## config.mk

```make
export PLATFORM = sky130hd
export DESIGN_NAME = eq_band_mixer
export DESIGN_NICKNAME = d
export VERILOG_FILES = /design/src/rtl/eq_mix_pkg.sv /design/src/rtl/eq_band_mac.sv /design/src/rtl/eq_band_mixer.sv
export SDC_FILE = /design/constraint.sdc
export NUM_CORES = 2
export LEC_CHECK = 0
export BUFFER_PORTS_ARGS = -buffer_cell sky130_fd_sc_hd__clkbuf_2
export CORE_MARGIN = 8
export CORE_UTILIZATION = 23
export DETAILED_ROUTE_END_ITERATION = 10
export PLACE_DENSITY = 0.5
export SYNTH_ARGS = -nofsm -noshare
export SYNTH_HDL_FRONTEND = slang
export SYNTH_HIERARCHICAL = 1
export SYNTH_SLANG_ARGS = --single-unit
export TNS_END_PERCENT = 20
```

## constraint.sdc

```tcl
create_clock -name clk -period 11.2 [get_ports clk]
set_input_delay 3.36 -clock clk [delete_from_list [all_inputs] [get_ports clk]]
set_output_delay 3.36 -clock clk [all_outputs]
set_load 0.01 [all_outputs]
```

## src/rtl/eq_mix_pkg.sv

```systemverilog
// Shared widths, saturation limits, FSM encoding and output payload for the EQ band mixer.
package eq_mix_pkg;

  localparam int unsigned GAIN_W = 8;
  localparam logic [GAIN_W-1:0] GAIN_UNITY = 8'h80;
  localparam int unsigned BAND_W = 48;
  localparam int unsigned ACC_W  = 60;
  localparam int unsigned OUT_W  = 24;

  localparam logic signed [OUT_W-1:0] OUT_MAX = 24'sh7FFFFF;
  localparam logic signed [OUT_W-1:0] OUT_MIN = 24'sh800000;

  typedef enum logic [1:0] {
    IDLE,
    CAP,
    MAC,
    RND
  } state_t;

  typedef struct packed {
    logic signed [OUT_W-1:0] l;
    logic signed [OUT_W-1:0] r;
  } sample_t;

endpackage

```

## src/rtl/eq_band_mac.sv

```systemverilog
// One channel of the band mixer: gain multiply, 60-bit accumulate, round half up and saturate.
module eq_band_mac
  import eq_mix_pkg::*;
#(
  parameter int unsigned OUT_SHIFT = 15
) (
  input  logic                    clk,
  input  logic                    reset_n,
  input  logic                    clr,
  input  logic                    mac_en,
  input  logic signed [BAND_W-1:0] band,
  input  logic [GAIN_W-1:0]       gain,
  output logic signed [OUT_W-1:0] result_c,
  output logic                    sat_c
);

  localparam int unsigned PROD_W = BAND_W + GAIN_W + 1;
  localparam int unsigned RND_W  = ACC_W + 1;
  localparam int unsigned SHIFT  = OUT_SHIFT + GAIN_W - 1;
  localparam logic signed [RND_W-1:0] BIAS = RND_W'(64'd1 << (SHIFT - 1));

  logic signed [PROD_W-1:0] prod;
  logic signed [ACC_W-1:0]  acc;
  logic signed [RND_W-1:0]  biased;
  logic signed [RND_W-1:0]  shifted;

  // Gain is unsigned, so it is zero-extended into a positive signed operand.
  assign prod    = PROD_W'(band) * PROD_W'($signed({1'b0, gain}));
  assign biased  = RND_W'(acc) + BIAS;
  assign shifted = biased >>> SHIFT;

  always_ff @(posedge clk or negedge reset_n) begin
    if (!reset_n) begin
      acc <= '0;
    end else if (clr) begin
      acc <= '0;
    end else if (mac_en) begin
      acc <= acc + ACC_W'(prod);
    end
  end

  always_comb begin
    sat_c    = 1'b0;
    result_c = shifted[OUT_W-1:0];
    if (shifted > RND_W'(OUT_MAX)) begin
      sat_c    = 1'b1;
      result_c = OUT_MAX;
    end else if (shifted < RND_W'(OUT_MIN)) begin
      sat_c    = 1'b1;
      result_c = OUT_MIN;
    end
  end

endmodule

```

## src/rtl/eq_band_mixer.sv

```systemverilog
// Mixes the FIR bank's per-band outputs into one gained, rounded, saturated stereo sample per frame.
module eq_band_mixer
  import eq_mix_pkg::*;
#(
  parameter int unsigned NUM_BANDS = 4,
  parameter int unsigned OUT_SHIFT = 15
) (
  input  logic                        clk,
  input  logic                        reset_n,
  input  logic                        audio_en,
  input  logic                        gain_wr_en,
  input  logic [5:0]                  gain_select,
  input  logic [GAIN_W-1:0]           gain_wr_data,
  input  logic                        status_clr,
  input  logic                        fir_valid,
  input  logic [BAND_W*NUM_BANDS-1:0] l_band_in,
  input  logic [BAND_W*NUM_BANDS-1:0] r_band_in,
  input  logic                        out_ready,
  output logic                        out_valid,
  output logic [OUT_W-1:0]            l_out,
  output logic [OUT_W-1:0]            r_out,
  output logic                        busy,
  output logic                        clip,
  output logic                        overrun
);

  localparam int unsigned K_W = (NUM_BANDS > 1) ? $clog2(NUM_BANDS) : 1;
  localparam logic [K_W-1:0] K_LAST = K_W'(NUM_BANDS - 1);

  state_t state;
  state_t state_next;

  logic [K_W-1:0]           k;
  logic signed [BAND_W-1:0] l_snap    [NUM_BANDS];
  logic signed [BAND_W-1:0] r_snap    [NUM_BANDS];
  logic [GAIN_W-1:0]        gain      [NUM_BANDS];
  logic [GAIN_W-1:0]        gain_snap [NUM_BANDS];
  sample_t                  out_q;

  logic accept_c;
  logic drop_c;
  logic acc_clr_c;
  logic mac_en_c;
  logic load_c;
  logic ovw_c;
  logic l_sat_c;
  logic r_sat_c;
  logic signed [OUT_W-1:0] l_res_c;
  logic signed [OUT_W-1:0] r_res_c;

  // State register
  always_ff @(posedge clk or negedge reset_n) begin
    if (!reset_n) begin
      state <= IDLE;
    end else begin
      state <= state_next;
    end
  end

  // Next-state logic; disabling audio forces the frame to abandon.
  always_comb begin
    state_next = state;
    if (!audio_en) begin
      state_next = IDLE;
    end else begin
      case (state)
        IDLE:    if (fir_valid) state_next = CAP;
        CAP:     state_next = MAC;
        MAC:     if (k == K_LAST) state_next = RND;
        RND:     state_next = IDLE;
        default: state_next = IDLE;
      endcase
    end
  end

  // Control strobes decoded from the current state
  always_comb begin
    accept_c  = 1'b0;
    drop_c    = 1'b0;
    acc_clr_c = !audio_en;
    mac_en_c  = 1'b0;
    load_c    = 1'b0;
    if (audio_en) begin
      drop_c = fir_valid && (state != IDLE);
      case (state)
        IDLE:    accept_c  = fir_valid;
        CAP:     acc_clr_c = 1'b1;
        MAC:     mac_en_c  = 1'b1;
        RND:     load_c    = 1'b1;
        default: ;
      endcase
    end
    ovw_c = load_c && out_valid && !out_ready;
  end

  // Gain registers; writes to bands beyond NUM_BANDS are ignored.
  always_ff @(posedge clk or negedge reset_n) begin
    if (!reset_n) begin
      for (int i = 0; i < int'(NUM_BANDS); i++) gain[i] <= GAIN_UNITY;
    end else if (gain_wr_en && (gain_select < 6'(NUM_BANDS))) begin
      gain[gain_select[K_W-1:0]] <= gain_wr_data;
    end
  end

  // Bands and gains are frozen on acceptance so later writes cannot disturb the frame.
  always_ff @(posedge clk or negedge reset_n) begin
    if (!reset_n) begin
      for (int i = 0; i < int'(NUM_BANDS); i++) begin
        l_snap[i]    <= '0;
        r_snap[i]    <= '0;
        gain_snap[i] <= GAIN_UNITY;
      end
    end else if (accept_c) begin
      for (int i = 0; i < int'(NUM_BANDS); i++) begin
        l_snap[i]    <= l_band_in[i*BAND_W +: BAND_W];
        r_snap[i]    <= r_band_in[i*BAND_W +: BAND_W];
        gain_snap[i] <= gain[i];
      end
    end
  end

  always_ff @(posedge clk or negedge reset_n) begin
    if (!reset_n) begin
      k <= '0;
    end else if (acc_clr_c) begin
      k <= '0;
    end else if (mac_en_c) begin
      k <= k + K_W'(1);
    end
  end

  eq_band_mac #(
    .OUT_SHIFT (OUT_SHIFT)
  ) u_mac_l (
    .clk      (clk),
    .reset_n  (reset_n),
    .clr      (acc_clr_c),
    .mac_en   (mac_en_c),
    .band     (l_snap[k]),
    .gain     (gain_snap[k]),
    .result_c (l_res_c),
    .sat_c    (l_sat_c)
  );

  eq_band_mac #(
    .OUT_SHIFT (OUT_SHIFT)
  ) u_mac_r (
    .clk      (clk),
    .reset_n  (reset_n),
    .clr      (acc_clr_c),
    .mac_en   (mac_en_c),
    .band     (r_snap[k]),
    .gain     (gain_snap[k]),
    .result_c (r_res_c),
    .sat_c    (r_sat_c)
  );

  // Output handshake, busy and sticky status; a set always beats status_clr.
  always_ff @(posedge clk or negedge reset_n) begin
    if (!reset_n) begin
      out_valid <= 1'b0;
      out_q     <= '0;
      busy      <= 1'b0;
      clip      <= 1'b0;
      overrun   <= 1'b0;
    end else begin
      busy <= (state_next != IDLE);

      if (!audio_en) begin
        out_valid <= 1'b0;
      end else if (load_c) begin
        out_valid <= 1'b1;
      end else if (out_ready) begin
        out_valid <= 1'b0;
      end

      if (load_c) begin
        out_q <= '{l: l_res_c, r: r_res_c};
      end

      if (load_c && (l_sat_c || r_sat_c)) begin
        clip <= 1'b1;
      end else if (status_clr) begin
        clip <= 1'b0;
      end

      if (drop_c || ovw_c) begin
        overrun <= 1'b1;
      end else if (status_clr) begin
        overrun <= 1'b0;
      end
    end
  end

  assign l_out = out_q.l;
  assign r_out = out_q.r;

endmodule

```

==> Yosys cells after proc, flatten, opt, wreduce, memory -nomap -nowiden <==
Cells that the tools add are included.
{ "op_classes": {"addsub": 5, "n_mul": 2, "n_div": 0, "n_lt_le_gt_ge": 8, "n_eq_ne": 5, "n_shift": 0, "mux": 45, "bitwise": 2, "reduce_logical": 16} }
{ "op_table": {"columns": ["op", "count"], "rows": [
  ["60-bit two-way mux", 4],
  ["48-bit binary-select mux with 2-bit select", 2],
  ["48-bit two-way mux", 4],
  ["60-bit by 23-bit adder with 61-bit output, second input constant", 2],
  ["60-bit by 57-bit adder with 60-bit output", 2],
  ["48-bit by 9-bit multiplier with 57-bit output", 2],
  ["24-bit two-way mux", 4],
  ["39-bit by 24-bit greater-than comparator with 1-bit output, second input constant", 2],
  ["39-bit by 24-bit < comparator with 1-bit output, second input constant", 2],
  ["32-bit bitwise mux", 1],
  ["8-bit two-way mux", 3],
  ["1-bit two-way mux", 19],
  ["8-bit binary-select mux with 2-bit select", 1],
  ["8-bit demux with 2-bit select", 1],
  ["2-bit two-way mux", 5],
  ["2-bit nonzero test", 5],
  ["2-bit one-hot mux with 4 select lines", 1],
  ["2-bit == test, second input constant", 3],
  ["3-bit greater-or-equal comparator, second input constant", 2],
  ["1-bit logical AND", 6],
  ["6-bit by 3-bit < comparator with 1-bit output, second input constant", 1],
  ["2-bit NOT with 3-bit output", 2],
  ["3-bit by 1-bit < comparator with 1-bit output, second input constant", 1],
  ["3-bit by 1-bit != test with 1-bit output, second input constant", 1],
  ["5 further kinds", 7]
]} }
{ "word_totals": {"register_bits": 624, "latch_bits": 0, "mem_bits_rw": 0, "mem_bits_ro": 0, "input_bits": 405, "out_inout_bits": 52, "mem_count": 0} }

==> Depth between registers and ports, before layout <==
{ "depth": {"depth_word": 8, "depth_mapped": 28} }

==> Hierarchy <==
Netlist, hierarchy kept.
{ "modules_own_cells": {"columns": ["module", "instances", "cells_each", "area_each_um2", "seq_area_each_um2"], "rows": [
  ["eq_band_mixer", 1, 1220, 22348.9, 12622.1],
  ["eq_band_mac (u_mac_l)", 1, 2128, 18484.0, 1501.4],
  ["eq_band_mac (u_mac_r)", 1, 2169, 18417.7, 1501.4]
]} }

==> Worst setup path after synthesis <==
OpenSTA, ideal clock, no wires.
{ "synth_timing": {"path_kind": "reg2reg", "startpoint": "register k[1]", "endpoint": "register u_mac_r.acc[59]", "arrival_time_ns": 6.724, "setup_slack_ns": 4.351, "path_stages_with_launch": 27, "path_buffers": 5, "synth_period_minus_slack_ns": 6.849, "cell_sequence": "dfrtp_1 clkbuf_1 clkbuf_1 mux4_2 clkbuf_1 clkbuf_1 nand2_1 fa_1 inv_1 fa_1 fa_1 fa_1 inv_1 fa_1 inv_1 ha_1 buf_2 nand2_1 o21ai_0 o2111ai_1 a211oi_1 o2111ai_1 nand3_1 nand3_1 o211a_1 o311ai_1 mux2_2"} }
{ "synth_between": {"elab_chain_len": 8} }
{ "synth_lines": {"columns": ["element", "line", "source"], "rows": [
  ["from (decl)", "eq_band_mixer.sv:33", "logic [K_W-1:0] k;"],
  ["from (signal assigned)", "eq_band_mixer.sv:128", "k <= k + K_W'(1);"],
  ["2-bit NOT with 3-bit output (not written as such) (*)", "eq_band_mixer.sv:152, eq_band_mixer.sv:153", null],
  ["48-bit binary-select mux with 2-bit select / 8-bit binary-select mux with 2-bit select (equally long branches)", "eq_band_mixer.sv:152, eq_band_mixer.sv:153", null],
  ["48-bit two-way mux (not written as such) / 8-bit two-way mux (equally long branches) (2 in a row)", "eq_band_mixer.sv:152, eq_band_mixer.sv:153", null],
  ["48-bit by 9-bit multiplier with 57-bit output (*)", "eq_band_mac.sv:28", "assign prod = PROD_W'(band) * PROD_W'($signed({1'b0, gain}));"],
  ["60-bit by 57-bit adder with 60-bit output (*)", "eq_band_mac.sv:38", "acc <= acc + ACC_W'(prod);"],
  ["60-bit two-way mux (*)", "eq_band_mac.sv:37", "end else if (mac_en) begin"],
  ["60-bit two-way mux (*)", "eq_band_mac.sv:35", "end else if (clr) begin"],
  ["to (signal assigned)", "eq_band_mac.sv:38", null],
  ["to (decl)", "eq_band_mac.sv:23", "logic signed [ACC_W-1:0] acc;"]
]} }
Every way passes the cells marked *; elsewhere a longest branch is shown, timed or not. The select of a mux whose other input is x is not followed.
A chain may end at the register's enable or synchronous reset.

==> Final worst setup path <==
{ "layout_timing": {"startpoint": "register k[0]", "endpoint": "register u_mac_l.acc[59]"} }
{ "layout_between": {"elab_chain_len": 8} }
{ "layout_lines": {"columns": ["element", "line"], "rows": [
  ["2-bit NOT with 3-bit output (not written as such) (*)", "eq_band_mixer.sv:139, eq_band_mixer.sv:140"],
  ["48-bit binary-select mux with 2-bit select / 8-bit binary-select mux with 2-bit select (equally long branches)", "eq_band_mixer.sv:139, eq_band_mixer.sv:140"],
  ["48-bit two-way mux (not written as such) / 8-bit two-way mux (equally long branches) (2 in a row)", "eq_band_mixer.sv:139, eq_band_mixer.sv:140"],
  ["48-bit by 9-bit multiplier with 57-bit output (*)", "eq_band_mac.sv:28"],
  ["60-bit by 57-bit adder with 60-bit output (*)", "eq_band_mac.sv:38"],
  ["60-bit two-way mux (*)", "eq_band_mac.sv:37"],
  ["60-bit two-way mux (*)", "eq_band_mac.sv:35"],
  ["to (signal assigned)", "eq_band_mac.sv:38"],
  ["to (decl)", "eq_band_mac.sv:23"]
]} }
Marked as above.

==> impl_metrics.tcl <==
set metrics [dict create \
    hold_class "flip-flop to flip-flop" \
    holdBufCountCts 0 \
    setup_viol 0 \
    seqCellArea_mm2 0.0156 \
    power_density_mw_per_mm2 242 \
    yosysMostFrequentCell "inv_1" \
    arrival_ps 9110 \
    synth_top_area_share_pct 26.0 \
    relSlewSlack_pct 16.0 \
    ir_worst_vdd_v 0.000160 \
    slew_viol_final 0 \
    drt_iter0_drc 2374 \
    grt-ovfl-total 0 \
    synth_area_leader_cell "dfrtp_1" \
    antenna_left 0 \
    drcViolationCount 0 \
    ff2ff_setup_slack_ps 2630 \
    synth_edf_count 0 \
    die-area_mm2 0.274 \
    grt_pass1_vias 45800 \
    die_y_um 524 \
    synth.avg_cell_area_um2 10.7 \
    cts_tree "yes" \
    crit_fanout 49 \
    synth_area_mm2 0.0593 \
    synth.top_cells.by_count "inv_1 (890), fa_1 (704), dfrtp_1 (616), nand2_1 (551), and2_1 (390)" \
    critPathCaptureType "flip-flop" \
    place_congestion 0.840 \
    fin_worst_skew_ps 26.8 \
    crit_type "flip-flop to flip-flop" \
    period_minus_slack_ps 8570 \
    coreArea_mm2 0.256 \
    synthFlopType "dfrtp_1" \
    wirelength_mm 179 \
    fin_tns_setup_ps 0 \
    status "complete, no violations" \
    cts_resized 0 \
    num_io_pins 457 \
    first_pass_iters 5 \
    rows 186 \
    cts_buffers 73 \
    ys_top_cells_by_area "dfrtp_1 (26%), fa_1 (24%), mux2_4 (6.1%), inv_1 (5.6%), ha_1 (5.4%)" \
    grtUsageMet2_pct 22.0 \
    htree_num_levels 3 \
    required_ps 11740 \
    multi_input_area_mm2 0.0390 \
    syn2layout_area_growth_pct 13.6 \
    cts.clk_slew.worst_paths_ps 60 \
    syn-instance-count 5517 \
    wl_per_cell_um 19.2 \
    rsz0062_at_grt "false" \
    die_w_um 524 \
    gr-usage-met3_pct 2.65 \
    portBuffers 456 \
    fin_ws_ps 2630 \
    cts_root_buf "clkbuf_16" \
    grt_max_degree 158 \
    leakage_uw 0.0331 \
    yosys_register_bits 624 \
    use_met1_pct 16.9 \
    clock-sinks 624 \
    nFillCells 27200 \
    avgViaCountPerCell 4.40 \
    maxCapViolCount 0 \
    syn_nets 6884 \
    dp_hpwl_mm 138 \
    dp_slack_ps 2570 \
    cts_setup_buffers 0 \
    yosysSeqAreaShare_pct 26.4 \
    critPathLaunchType "flip-flop" \
    grtUsageTotal_pct 13.0 \
    min_period_over_period_pct 76.5 \
    dr_total_vias 40800 \
    max_slew.worst_pin.slew_ps 1260 \
    yosys_warnings 6 \
    dp_cells 9136 \
    fmax_ghz 0.117 \
    fin_cells 9275 \
    clock_latency_ps 700 \
    nets 7194 \
    drive_gt1_share_pct 21.9 \
    initial_core_util_pct 23.1 \
    top_usage_layer "met2" \
    clock_path_buffers 3 \
    antenna_found_initial 24 \
    ys_async_sr_fraction_pct 100 \
    hold_viol 0 \
    grt_pass1_wl_mm 280 \
    synth.distinct_cells 96 \
]
==> report_power, final <==
group	total (uW)	switching, uW	internal (uW)
Sequential	2960	283	2680
Clock	2560	1110	1450
Combinational	10800	6520	4250
Total	16300	7910	8370
==> layout by cell type (no fill, tap or decap), types with 82 or more instances in the layout <==
cell	instances
inv_1	890
mux2_2	260
xnor2_1	106
dfrtp_1	614
mux2_4	240
a21oi_1	167
o21ai_0	82
clkbuf_2	455
ha_1	258
nand2_1	550
and2_1	389
mux4_2	96
nor2_1	171
fa_1	704
==> final cells by class <==
cell class	instances	share of cell area, %
timing repair buffer	488	3.84
clock buffer	100	3.12
clock inverter	30	0.549
multi-input combinational	3749	58.0
inverter	891	4.97
sequential	624	23.2
antenna	9	0.0335
tap	3384	6.29
==> state kept, by name, indices dropped and copies added, names as in the netlist <==
name and cells:
overrun 1, busy 1, k 2, l_out 24
u_mac_r/acc 60, gain 32, out_valid 1, state 2
r_snap 192, u_mac_l/acc 60, gain_snap 32, clip 1
r_out 24, l_snap 192
==> worst paths after layout <==
kind / cells after the start / startpoint / endpoint
worst max register to register: 22 / k[0] / u_mac_l/acc[59]
worst max-delay path: 22 / k[0] / u_mac_l/acc[59]
min in group asynchronous: 1 / reset_n / r_snap[0]
max in group asynchronous: 3 / reset_n / r_snap[100]
worst min register to register: 1 / r_snap[72] / r_snap[72]
worst min-delay path: 1 / r_snap[72] / r_snap[72]
==> layer usage <==
layer	part of all wire (%)	wire, um	up-vias
met1	44	78700	21100
met2	47	84400	1037
met5	0.073	130	-
met3	5.8	10300	215
met4	2.8	4980	20
li1	-	-	18500
==> cells by family after synthesis <==
logic type | after synthesis | synth area share (%)
AO/OA/AOI/OAI | 557 | 6.10
XOR/XNOR | 148 | 2.20
adder cells (fa/ha/maj) | 962 | 29.2
buffers and inverters | 1144 | 7.88
flip-flops | 624 | 26.4
multiplexers | 672 | 16.1
AND/OR/NAND/NOR | 1410 | 12.1
==> critical path, stage by stage (launching register included) <==
cell	delay (ps)
dfrtp_4	940
mux4_4	920
buf_4	660
nand2_1	190
fa_1	580
inv_1	50
fa_1	470
fa_1	530
fa_1	560
inv_1	60
fa_1	490
inv_1	40
ha_1	330
a21oi_1	320
o21ai_0	160
a21oi_1	150
o21a_1	250
o21ai_1	200
a41oi_1	750
o21ai_0	290
mux2i_1	240
xnor2_1	140
nor2_1	60
==> per-stage QoR <==
stage          hold slack (ps)  util, %  power [uW]  area (um2)
2_1_floorplan              464        -       10900       59300
3_3_place_gp               482     25.3       13700       64800
3_5_place_dp               487     25.3       13800       64800
4_1_cts                    502     26.2       16500       67300
5_1_grt                    511     26.2       18100       67300
6_report                   499     26.2       16300       67300
(Power assumes the default switching activity.)
